<file path="src/rtl/cdc_pkg.sv">
// Shared helpers for the asynchronous FIFO pointer blocks (write and read side).
// The Gray/binary conversions work on a 32-bit container; callers zero-extend
// their pointer in and truncate the result back to pointer width. Zero upper bits
// leave the low bits unchanged in both directions, so one function pair serves
// every FIFO depth.
package cdc_pkg;

    localparam int CDC_FN_W = 32;

    // Reset value for every pointer register (write/read binary, Gray, sync stages).
    localparam logic [CDC_FN_W-1:0] PTR_RST_VAL = '0;

    function automatic logic [CDC_FN_W-1:0] bin2gray(input logic [CDC_FN_W-1:0] b);
        return b ^ (b >> 1);
    endfunction

    function automatic logic [CDC_FN_W-1:0] gray2bin(input logic [CDC_FN_W-1:0] g);
        logic [CDC_FN_W-1:0] b;
        b[CDC_FN_W-1] = g[CDC_FN_W-1];
        for (int i = CDC_FN_W - 2; i >= 0; i--) begin
            b[i] = b[i+1] ^ g[i];
        end
        return b;
    endfunction

endpackage

</file>
<file path="src/rtl/sync_2ff.sv">
// Two-flop synchronizer for a multi-bit Gray-coded bus crossing into i_clk.
// Only one bit of the source changes at a time, so per-bit synchronization is safe.
module sync_2ff #(
    parameter int WIDTH = 4
) (
    input  logic             i_clk,
    input  logic             i_rst_n,
    input  logic [WIDTH-1:0] i_d,
    output logic [WIDTH-1:0] o_q
);

    logic [WIDTH-1:0] r_q1;
    logic [WIDTH-1:0] r_q2;

    // First stage may go metastable; second stage gives it a full cycle to settle.
    always_ff @(posedge i_clk or negedge i_rst_n) begin
        if (!i_rst_n) begin
            r_q1 <= '0;
            r_q2 <= '0;
        end else begin
            r_q1 <= i_d;
            r_q2 <= r_q1;
        end
    end

    assign o_q = r_q2;

endmodule

</file>
<file path="src/rtl/fifo_wptr_full.sv">
// Write-side pointer and full-flag generator of the asynchronous FIFO.
// Holds the binary write pointer, publishes its registered Gray form to the read
// domain, and derives full/level from the synchronized read Gray pointer.
// Full is computed from the *next* write pointer so that the write that fills the
// FIFO raises o_wfull on the same edge. It is pessimistic: the read pointer seen
// here lags the real one, so full can linger but never clears early.
import cdc_pkg::*;

module fifo_wptr_full #(
    parameter int ADDR_W = 3
) (
    input  logic              i_clk,
    input  logic              i_rst_n,
    input  logic              i_winc,
    input  logic [ADDR_W:0]   i_rgray_ptr,
    output logic              o_wen,
    output logic [ADDR_W-1:0] o_waddr,
    output logic [ADDR_W:0]   o_wgray_ptr,
    output logic              o_wfull,
    output logic [ADDR_W:0]   o_wlevel
);

    localparam int PTR_W = ADDR_W + 1;

    logic [PTR_W-1:0] r_wbin;
    logic [PTR_W-1:0] r_wgray;
    logic             r_wfull;

    logic [PTR_W-1:0] w_rq2;
    logic [PTR_W-1:0] w_rbin;
    logic             w_accept;
    logic [PTR_W-1:0] w_wbin_next;
    logic [PTR_W-1:0] w_wgray_next;
    logic [PTR_W-1:0] w_full_cmp;
    logic             w_full_next;

    sync_2ff #(
        .WIDTH(PTR_W)
    ) u_rptr_sync (
        .i_clk  (i_clk),
        .i_rst_n(i_rst_n),
        .i_d    (i_rgray_ptr),
        .o_q    (w_rq2)
    );

    assign w_accept     = i_winc & ~r_wfull;
    assign w_wbin_next  = r_wbin + PTR_W'(w_accept);
    assign w_wgray_next = PTR_W'(bin2gray(CDC_FN_W'(w_wbin_next)));

    // Write pointer is exactly one lap ahead of the read pointer: in Gray code that
    // means the two MSBs differ and all lower bits match.
    assign w_full_cmp  = {~w_rq2[ADDR_W:ADDR_W-1], w_rq2[ADDR_W-2:0]};
    assign w_full_next = (w_wgray_next == w_full_cmp);

    assign w_rbin = PTR_W'(gray2bin(CDC_FN_W'(w_rq2)));

    // Pointer and full-flag registers; pointers hold whenever a request is refused.
    always_ff @(posedge i_clk or negedge i_rst_n) begin
        if (!i_rst_n) begin
            r_wbin  <= PTR_W'(PTR_RST_VAL);
            r_wgray <= PTR_W'(PTR_RST_VAL);
            r_wfull <= 1'b0;
        end else begin
            r_wbin  <= w_wbin_next;
            r_wgray <= w_wgray_next;
            r_wfull <= w_full_next;
        end
    end

    assign o_wen       = w_accept;
    assign o_waddr     = r_wbin[ADDR_W-1:0];
    assign o_wgray_ptr = r_wgray;
    assign o_wfull     = r_wfull;
    // Modulo subtraction; lagging read pointer makes this an over-estimate.
    assign o_wlevel    = r_wbin - w_rbin;

endmodule
</file>
<file path="config.mk">
export PLATFORM = sky130hd
export DESIGN_NAME = fifo_wptr_full
export DESIGN_NICKNAME = d
export VERILOG_FILES = /design/src/rtl/cdc_pkg.sv /design/src/rtl/sync_2ff.sv /design/src/rtl/fifo_wptr_full.sv
export SDC_FILE = /design/constraint.sdc
export NUM_CORES = 1
export LEC_CHECK = 0
export ABC_CLOCK_PERIOD_IN_PS = 2920
export BUFFER_PORTS_ARGS = -buffer_cell sky130_fd_sc_hd__buf_2
export CORE_MARGIN = 2
export CORE_UTILIZATION = 25
export DETAILED_ROUTE_END_ITERATION = 10
export GPL_TIMING_DRIVEN = 0
export SYNTH_ARGS = -nofsm -noshare
export SYNTH_HDL_FRONTEND = slang
export SYNTH_HIERARCHICAL = 1
export SYNTH_SLANG_ARGS = --single-unit
export TNS_END_PERCENT = 1
</file>
<file path="constraint.sdc">
create_clock -name i_clk -period 2.92 [get_ports i_clk]
set_input_delay 0.584 -clock i_clk [delete_from_list [all_inputs] [get_ports i_clk]]
set_output_delay 0.584 -clock i_clk [all_outputs]
set_load 0.05 [all_outputs]
</file>
==> flow_summary.ini, run 1 <==
[placed_design]
dpl_cell_area_um2 = 921
hpwl_um = 990
dpl_worst_slack_ns = 0.0622
globalplace.congestion = 0.632
io_buffers = 19

[final_layout]
final_util_pct = 34.4
diodes = 0
final_cell_mix = buf_2, dfrtp_1, xnor2_1
final_area_mm2 = 0.00103
syn_to_final_growth_pct = 32.9
drive_gt1_share_pct = 41.4
layout_commonest_cell = buf_2
nets = 101

[run_status]
status = finished, final reports clean

[sta]
tightest_slew_ns = 0.355
hold-worst-slack_ns = 0.200
min_period_over_period_pct = 95.3
hold_viol_final = 0
rsz0062_at_grt = true
clock.fmax_ghz = 0.359
slew_violations = 0
worst_clock_skew_ns = 0.00384
slew_headroom_pct = 76.3
min_period_ns = 2.78
fin_ws_ns = 0.138
setup-violations-final = 0

[floorplanning]
die_x_um = 59.8
io_pins = 20
die_y_um = 59.8
start_util_pct = 25.9
die-area_mm2 = 0.00357
core_mm2 = 0.00300
rows = 20

[setup_path]
slowest_stage = dfrtp_2
path_common_cell = xor2_2
start_kind = register
cp_num_buf_inv = 2
crit_fanout = 3
slowest_delay_ns = 0.46
worstSetupPathType = reg -> out
crit_chain = xnor2_4 -> xor2_2 -> xnor2_1 -> ha_1 -> inv_1 -> fa_2 -> xor2_2 -> buf_6
end_kind = output port
critPathTopFamily = XOR/XNOR gates
required_ns = 2.34
worstPathArrival_ns = 2.20

[yosys]
avgSynthCellArea_um2 = 12.9
yosysWarnings = 6
synth_top_area_share_pct = 51.5
ys_types = 21
synth-seq-area-share_pct = 51.5
synthArstFlopShare_pct = 100
synth_flop_cell = dfrtp_1
syn-cell-area_um2 = 777
synth_cells = 60
synth_edf_count = 0
synth_top_area_cell = dfrtp_1
yosys-top-cells-area = dfrtp_1, xnor2_1, ha_1
ys_seq_elements = 16
syn_nets = 73

[clocking]
clock_latency_ns = 0.27
cts_buffers = 3
numClockSinks = 16
clock_path_buffers = 2
htreeDepth = 1
clk_pin_slew_worst_paths_ns = 0.09
cts-root-buf = clkbuf_4
hold_buffers = 0
cts_tree = yes

[worst_hold_path]
holdCritPathClass = in -> async

[run]
max_cap_violations = 0

[global_route]
grt_start_max_net_pins = 17
grt_overflow = 0
grt_pass1_vias = 504
grt_usage_pct = 7.99
antenna_found_initial = 0
grt_pass1_wl_um = 2130

[drt]
ant_nets = 0
drt_iter0_drc = 3
post_drt_via_cell_ratio = 4.02
drt_pre_antenna_iters = 4
routed_wl_um = 1260
via_count = 482
wl_per_cell_um = 10.5
drc_errors = 0
[cell usage after synthesis (all sizes together) (2+ instances only)]
master	instances
dfrtp	16
xnor2	8
xor2	6
ha	5
nand2	4
a21oi	3
inv	3
mux2i	3
nand2b	2
or2	2
[registers in the layout (all words and copies together) (netlist names)]
name,flops
u_rptr_sync/o_q,4
u_rptr_sync/r_q1,4
o_wfull,1
r_wbin,4
o_wgray_ptr,3
[timing repair]
action,4_1_cts,5_1_grt
gates resized for setup,4,8
setup endpoints to repair,3,3
pin swaps,2,2
setup buffers,3,1
[cell type report]
class	instances	area (um^2)
fillers	316	1970
flip-flops and latches	16	402
multi-input cells	40	390
repair buffers	23	140
well taps	33	41.3
clock buffers	4	36.3
plain buffers	1	11.3
inverters	3	11.3
[per-stage QoR]
step,TNS [ns],std cells
2_1_floorplan,0,60
3_3_place_gp,0,112
3_5_place_dp,0,112
4_1_cts,0,119
5_1_grt,-0.0256,120
6_report,0,120
[cell families after synthesis]
kind of cell | Yosys count | synth area share [%]
and+or+nand+nor | 12 | 7.89
buffers and inverters | 4 | 2.90
muxes | 3 | 3.86
xor gates and xnor gates | 15 | 19.8
DFF | 16 | 51.5
adders and majority gates | 6 | 10.6
AOI/OAI and AO/OA | 4 | 3.38
[per-layer routing]
metal / vias to the layer above / global-route usage, % / wire length (um)
met1: 225 / 9.70 / 564
li1: 244 / - / -
met2: 13 / 13.4 / 635
met3: 0 / 1.73 / 56
met5: - / 0 / 0
met4: 0 / 3.81 / 0
[worst reg2reg max path, cell delays in order, from the launching register on]
cell	delay [ns]
dfrtp_1	0.38
nor2b_1	0.19
ha_1	0.24
nand2_1	0.14
xor3_1	0.24
or2_1	0.26
a21oi_2	0.11
[worst paths after layout]
check                                     from                  to  slack [ns]  cells past startpoint
max                         u_rptr_sync/o_q[3]         o_wlevel[2]        0.14                      8
min                                    i_rst_n           r_wbin[1]        0.20                      1
max reg2reg                            o_wfull             o_wfull        1.29                      6
min reg2reg                u_rptr_sync/r_q1[1]  u_rptr_sync/o_q[1]        0.36                      0
max in group asynchronous              i_rst_n  u_rptr_sync/o_q[3]        2.45                      1
min in group i_clk         u_rptr_sync/r_q1[1]  u_rptr_sync/o_q[1]        0.36                      0
Power of run 1 is not shown: default switching activity piles up to over one toggle a cycle in this logic, so the estimate is an artifact.
==> inputs of run 2 (changes only) <==
--- a/config.mk
+++ b/config.mk
@@ -7,10 +7,13 @@
 export LEC_CHECK = 0
 export ABC_CLOCK_PERIOD_IN_PS = 2920
 export BUFFER_PORTS_ARGS = -buffer_cell sky130_fd_sc_hd__buf_2
+export CELL_PAD_IN_SITES_DETAIL_PLACEMENT = 0
+export CELL_PAD_IN_SITES_GLOBAL_PLACEMENT = 1
 export CORE_MARGIN = 2
 export CORE_UTILIZATION = 25
 export DETAILED_ROUTE_END_ITERATION = 10
 export GPL_TIMING_DRIVEN = 0
+export PLACE_DENSITY_LB_ADDON = 0.1
 export SYNTH_ARGS = -nofsm -noshare
 export SYNTH_HDL_FRONTEND = slang
 export SYNTH_HIERARCHICAL = 1
==> run 2 against run 1 <==
  * Global-route usage grew 0.51 points
  * First-iteration DRC count grew to 4.3 times the previous value
  * Clock-buffer cell count decreased by 1
  * Sequential cell count is the same
  * Critical endpoint unchanged
==> flow_summary.ini, run 2 (synthesized netlist as in run 1, its figures left out) <==
[setup_path]
rrSetupSlack_ns = 1.30
startpoint = u_rptr_sync/o_q[3]
endpoint = o_wlevel[2]
end_kind = output port
start_kind = register
required_ns = 2.34
crit_fanout = 3
reg2reg_depth = 6
reg2reg_from = o_wfull
r2r_end = o_wfull
worstPathArrival_ns = 2.21
worstSetupPathType = reg -> out

[sta]
rsz0062_at_grt = true
fin_ws_ns = 0.129
min_period_ns = 2.79
clock.fmax_ghz = 0.358
tightest_slew_ns = 0.359
slew_violations = 0
hold_viol_final = 0
min_period_over_period_pct = 95.6
worst_clock_skew_ns = 0.00466
setup-violations-final = 0
slew_headroom_pct = 76.1

[final_layout]
drive_gt1_share_pct = 41.4
nets = 102
final_cell_mix = buf_2, dfrtp_1, xnor2_1
final_area_mm2 = 0.00102
nFillCells = 325
diodes = 0
syn_to_final_growth_pct = 30.9

[drt]
drt_pre_antenna_iters = 3
via_count = 476
ant_nets = 0
drc_errors = 0
wl_per_cell_um = 10.6
post_drt_via_cell_ratio = 3.97
drt_iter0_drc = 13
routed_wl_um = 1280

[global_route]
grt_pass1_wl_um = 2150
grt_pass1_vias = 473
grt_usage_pct = 8.50
antenna_found_initial = 0
grt_overflow = 0
grt_start_max_net_pins = 17

[floorplanning]
rows = 20
io_pins = 20
core_mm2 = 0.00300
start_util_pct = 25.9
die-area_mm2 = 0.00357
die_y_um = 59.8
die_x_um = 59.8

[clocking]
htreeDepth = 1
cts_tree = yes
clk_pin_slew_worst_paths_ns = 0.09
cts-root-buf = clkbuf_4
clock_latency_ns = 0.28
clock_path_buffers = 2
cts_buffers = 3
numClockSinks = 16

[placed_design]
io_buffers = 19
dpl_worst_slack_ns = 0.0338
hpwl_um = 934
dpl_cell_area_um2 = 921
globalplace.congestion = 0.703

[run_status]
status = finished, final reports clean

[worst_hold_path]
holdCritPathClass = in -> async

[run]
max_cap_violations = 0
-- run 2: layout make-up --
cell class | instances | area [um^2] | area share, %
sequential | 16 | 400 | 39.4
multi-input combinational | 40 | 383 | 37.6
timing repair buffer | 24 | 148 | 14.5
tap | 33 | 41.3 | 4.06
clock buffer | 3 | 22.5 | 2.21
buffer | 1 | 11.3 | 1.11
inverter | 3 | 11.3 | 1.11
-- run 2: worst max-delay path: stages (launching register included) --
cell and delay, ns:
dfrtp_1 0.42, xnor2_2 0.24, xor2_2 0.22, xnor2_1 0.15, ha_1 0.16, inv_1 0.06, fa_2 0.35, xor2_2 0.17
buf_6 0.17
-- run 2: repair_timing --
action	4_1_cts	5_1_grt
setup endpoints to repair	3	3
buffers inserted	4	1
resized for setup	4	7
hold buffers	0	0
pin swaps	2	3
hold endpoints to repair	0	0
gates cloned	0	0
-- run 2: per-layer routing --
metal / part of all wire, % / wire, um / global-route usage [%] / vias up
li1: - / - / - / 242
met4: 1.5 / 19 / 6.67 / 0
met2: 47 / 604 / 12.1 / 11
met1: 47 / 601 / 11.4 / 221
met3: 3.9 / 50 / 1.30 / 2
met5: 0 / 0 / 0 / -
-- run 2: how the worst min path moves through the flow --
stage	from	end	slack, ns	depth (start not counted)
after floorplan	i_rst_n	o_wfull	0.29	0
after global placement	u_rptr_sync/r_q1[0]	u_rptr_sync/o_q[0]	0.33	0
after detailed placement	u_rptr_sync/r_q1[3]	u_rptr_sync/o_q[3]	0.33	0
after CTS	i_rst_n	r_wbin[2]	0.21	1
after global routing	i_rst_n	r_wbin[2]	0.21	1
final	i_rst_n	u_rptr_sync/r_q1[0]	0.20	1
-- run 2: through the flow --
stage               util [%]  TNS, ns  instances  hold WS (ns)
finish                  33.9        0        120         0.203
global route            33.9  -0.0237        120         0.210
CTS                     33.1        0        119         0.211
detailed placement      30.7        0        112         0.335
global placement        30.7        0        112         0.334
floorplan                  -        0         60         0.288
Power of run 2 is left out for the same reason.
==> inputs of run 3 (changes only) <==
--- a/config.mk
+++ b/config.mk
@@ -5,13 +5,13 @@
 export SDC_FILE = /design/constraint.sdc
 export NUM_CORES = 1
 export LEC_CHECK = 0
-export ABC_CLOCK_PERIOD_IN_PS = 2920
-export BUFFER_PORTS_ARGS = -buffer_cell sky130_fd_sc_hd__buf_2
+export ABC_CLOCK_PERIOD_IN_PS = 3200
 export CELL_PAD_IN_SITES_DETAIL_PLACEMENT = 0
 export CELL_PAD_IN_SITES_GLOBAL_PLACEMENT = 1
 export CORE_MARGIN = 2
 export CORE_UTILIZATION = 25
 export DETAILED_ROUTE_END_ITERATION = 10
+export DONT_BUFFER_PORTS = 1
 export GPL_TIMING_DRIVEN = 0
 export PLACE_DENSITY_LB_ADDON = 0.1
 export SYNTH_ARGS = -nofsm -noshare
==> constraint.sdc (replaced) <==
create_clock -name i_clk -period 3.2 [get_ports i_clk]
set_input_delay 0.64 -clock i_clk [delete_from_list [all_inputs] [get_ports i_clk]]
set_output_delay 0.64 -clock i_clk [all_outputs]
set_load 0.05 [all_outputs]
==> run 3 against run 2 <==
  * Critical path depth decreased by 1
  * Worst setup slack improved by 0.12 ns
  * First-iteration DRC count decreased by 54%
  * Cell count decreased by 18%
  * Worst hold slack got worse by 0.17 ns
  * Sequential cell count unchanged
==> flow_summary.ini, run 3 (synthesized netlist as in run 1, its figures left out) <==
[run_status]
status = finished, final reports clean

[sta]
rsz0062_at_grt = false
clock.fmax_ghz = 0.339
tightest_slew_ns = 1.08
hold_viol_final = 0
worst_clock_skew_ns = 0.00186
slew_violations = 0
min_period_over_period_pct = 92.3
min_period_ns = 2.95
fin_setup_tns_ns = 0
slew_headroom_pct = 28.0
setup-violations-final = 0
fin_ws_ns = 0.248

[floorplanning]
die_x_um = 59.8
rows = 20
core_mm2 = 0.00300
start_util_pct = 25.9
die-area_mm2 = 0.00357
io_pins = 20
die_y_um = 59.8

[final_layout]
drive_gt1_share_pct = 25.8
diodes = 0
syn_to_final_growth_pct = 19.3
layout_commonest_cell = dfrtp_1
final_util_pct = 30.9
final_cell_mix = dfrtp_1, xnor2_1, ha_1
register_area_um2 = 403
multi_input_area_um2 = 409
nets = 80
nFillCells = 317

[placed_design]
hpwl_um = 959
dpl_worst_slack_ns = -0.107
globalplace.congestion = 0.684
io_buffers = 0

[clocking]
hold_buffers = 0
htreeDepth = 1
clock_path_buffers = 2
cts_tree = yes
clk_pin_slew_worst_paths_ns = 0.10
numClockSinks = 16
clock_latency_ns = 0.29
cts-root-buf = clkbuf_4
cts_buffers = 3

[drt]
ant_nets = 0
met2_wirelength_um = 564
wl_per_cell_um = 12.6
wl_met1_um = 618
routed_wl_um = 1240
top_layer_used = met4
post_drt_via_cell_ratio = 4.03
via_count = 399
met3_length_um = 44
drt_iter0_drc = 6
drc_errors = 0
drt_pre_antenna_iters = 3

[global_route]
antenna_found_initial = 0
grt_usage_pct = 8.31
grt_pass1_wl_um = 2020
grt_start_max_net_pins = 17
grt_overflow = 0
grt_pass1_vias = 417

[setup_path]
worstSetupPathType = reg -> out
start_kind = register
end_kind = output port
crit_fanout = 4
reg2reg_from = o_wfull
startpoint = u_rptr_sync/o_q[2]
r2r_end = o_wfull
reg2reg_depth = 6
required_ns = 2.56
rrSetupSlack_ns = 0.54
worstPathArrival_ns = 2.31
endpoint = o_wlevel[2]

[worst_hold_path]
holdCritPathClass = in -> async

[run]
max_cap_violations = 0
run 3: timing repair:
item                       in CTS  in global routing
setup buffers                   0                  2
setup endpoints to repair       3                  3
gates resized for setup         5                  4
pin swaps                       1                  3
run 3: stage by stage:
step | area [um^2] | hold WS [ns] | instances
final | 927 | 0.0329 | 99
after global routing | 927 | 0.00385 | 99
after CTS | 896 | 0.0143 | 97
after detailed placement | 818 | 0.335 | 93
after global placement | 818 | 0.333 | 93
after floorplan | 777 | 0.331 | 60
run 3: worst max-delay path: stages, from the launching register on:
cell,delay [ns]
dfrtp_2,0.48
xnor2_4,0.22
xor2_2,0.21
xnor2_1,0.14
ha_1,0.16
inv_1,0.06
fa_2,0.38
xor2_4,0.38
run 3: worst min-delay path by stage:
stage / to / slack, ns / cells past startpoint
after floorplan: u_rptr_sync/o_q[0] / 0.33 / 0
after global placement: u_rptr_sync/o_q[1] / 0.33 / 0
after detailed placement: u_rptr_sync/o_q[2] / 0.33 / 0
after CTS: o_wgray_ptr[2] / 0.01 / 0
after global routing: u_rptr_sync/o_q[2] / 0.004 / 0
final: o_wgray_ptr[2] / 0.03 / 0
run 3: area by class of cell:
type / instances / share of cell area, %
tap: 33 / 4.45
sequential: 16 / 43.5
multi-input combinational: 40 / 44.1
timing repair buffer: 2 / 1.62
inverter: 3 / 1.21
clock buffer: 4 / 3.91
buffer: 1 / 1.21
run 3: layer usage:
layer | track usage [%] | vias up
met2 | 10.7 | 11
met3 | 1.95 | 2
li1 | - | 200
met1 | 11.6 | 186
met5 | 0 | -
met4 | 6.67 | 0
Power of run 3 is left out for the same reason.
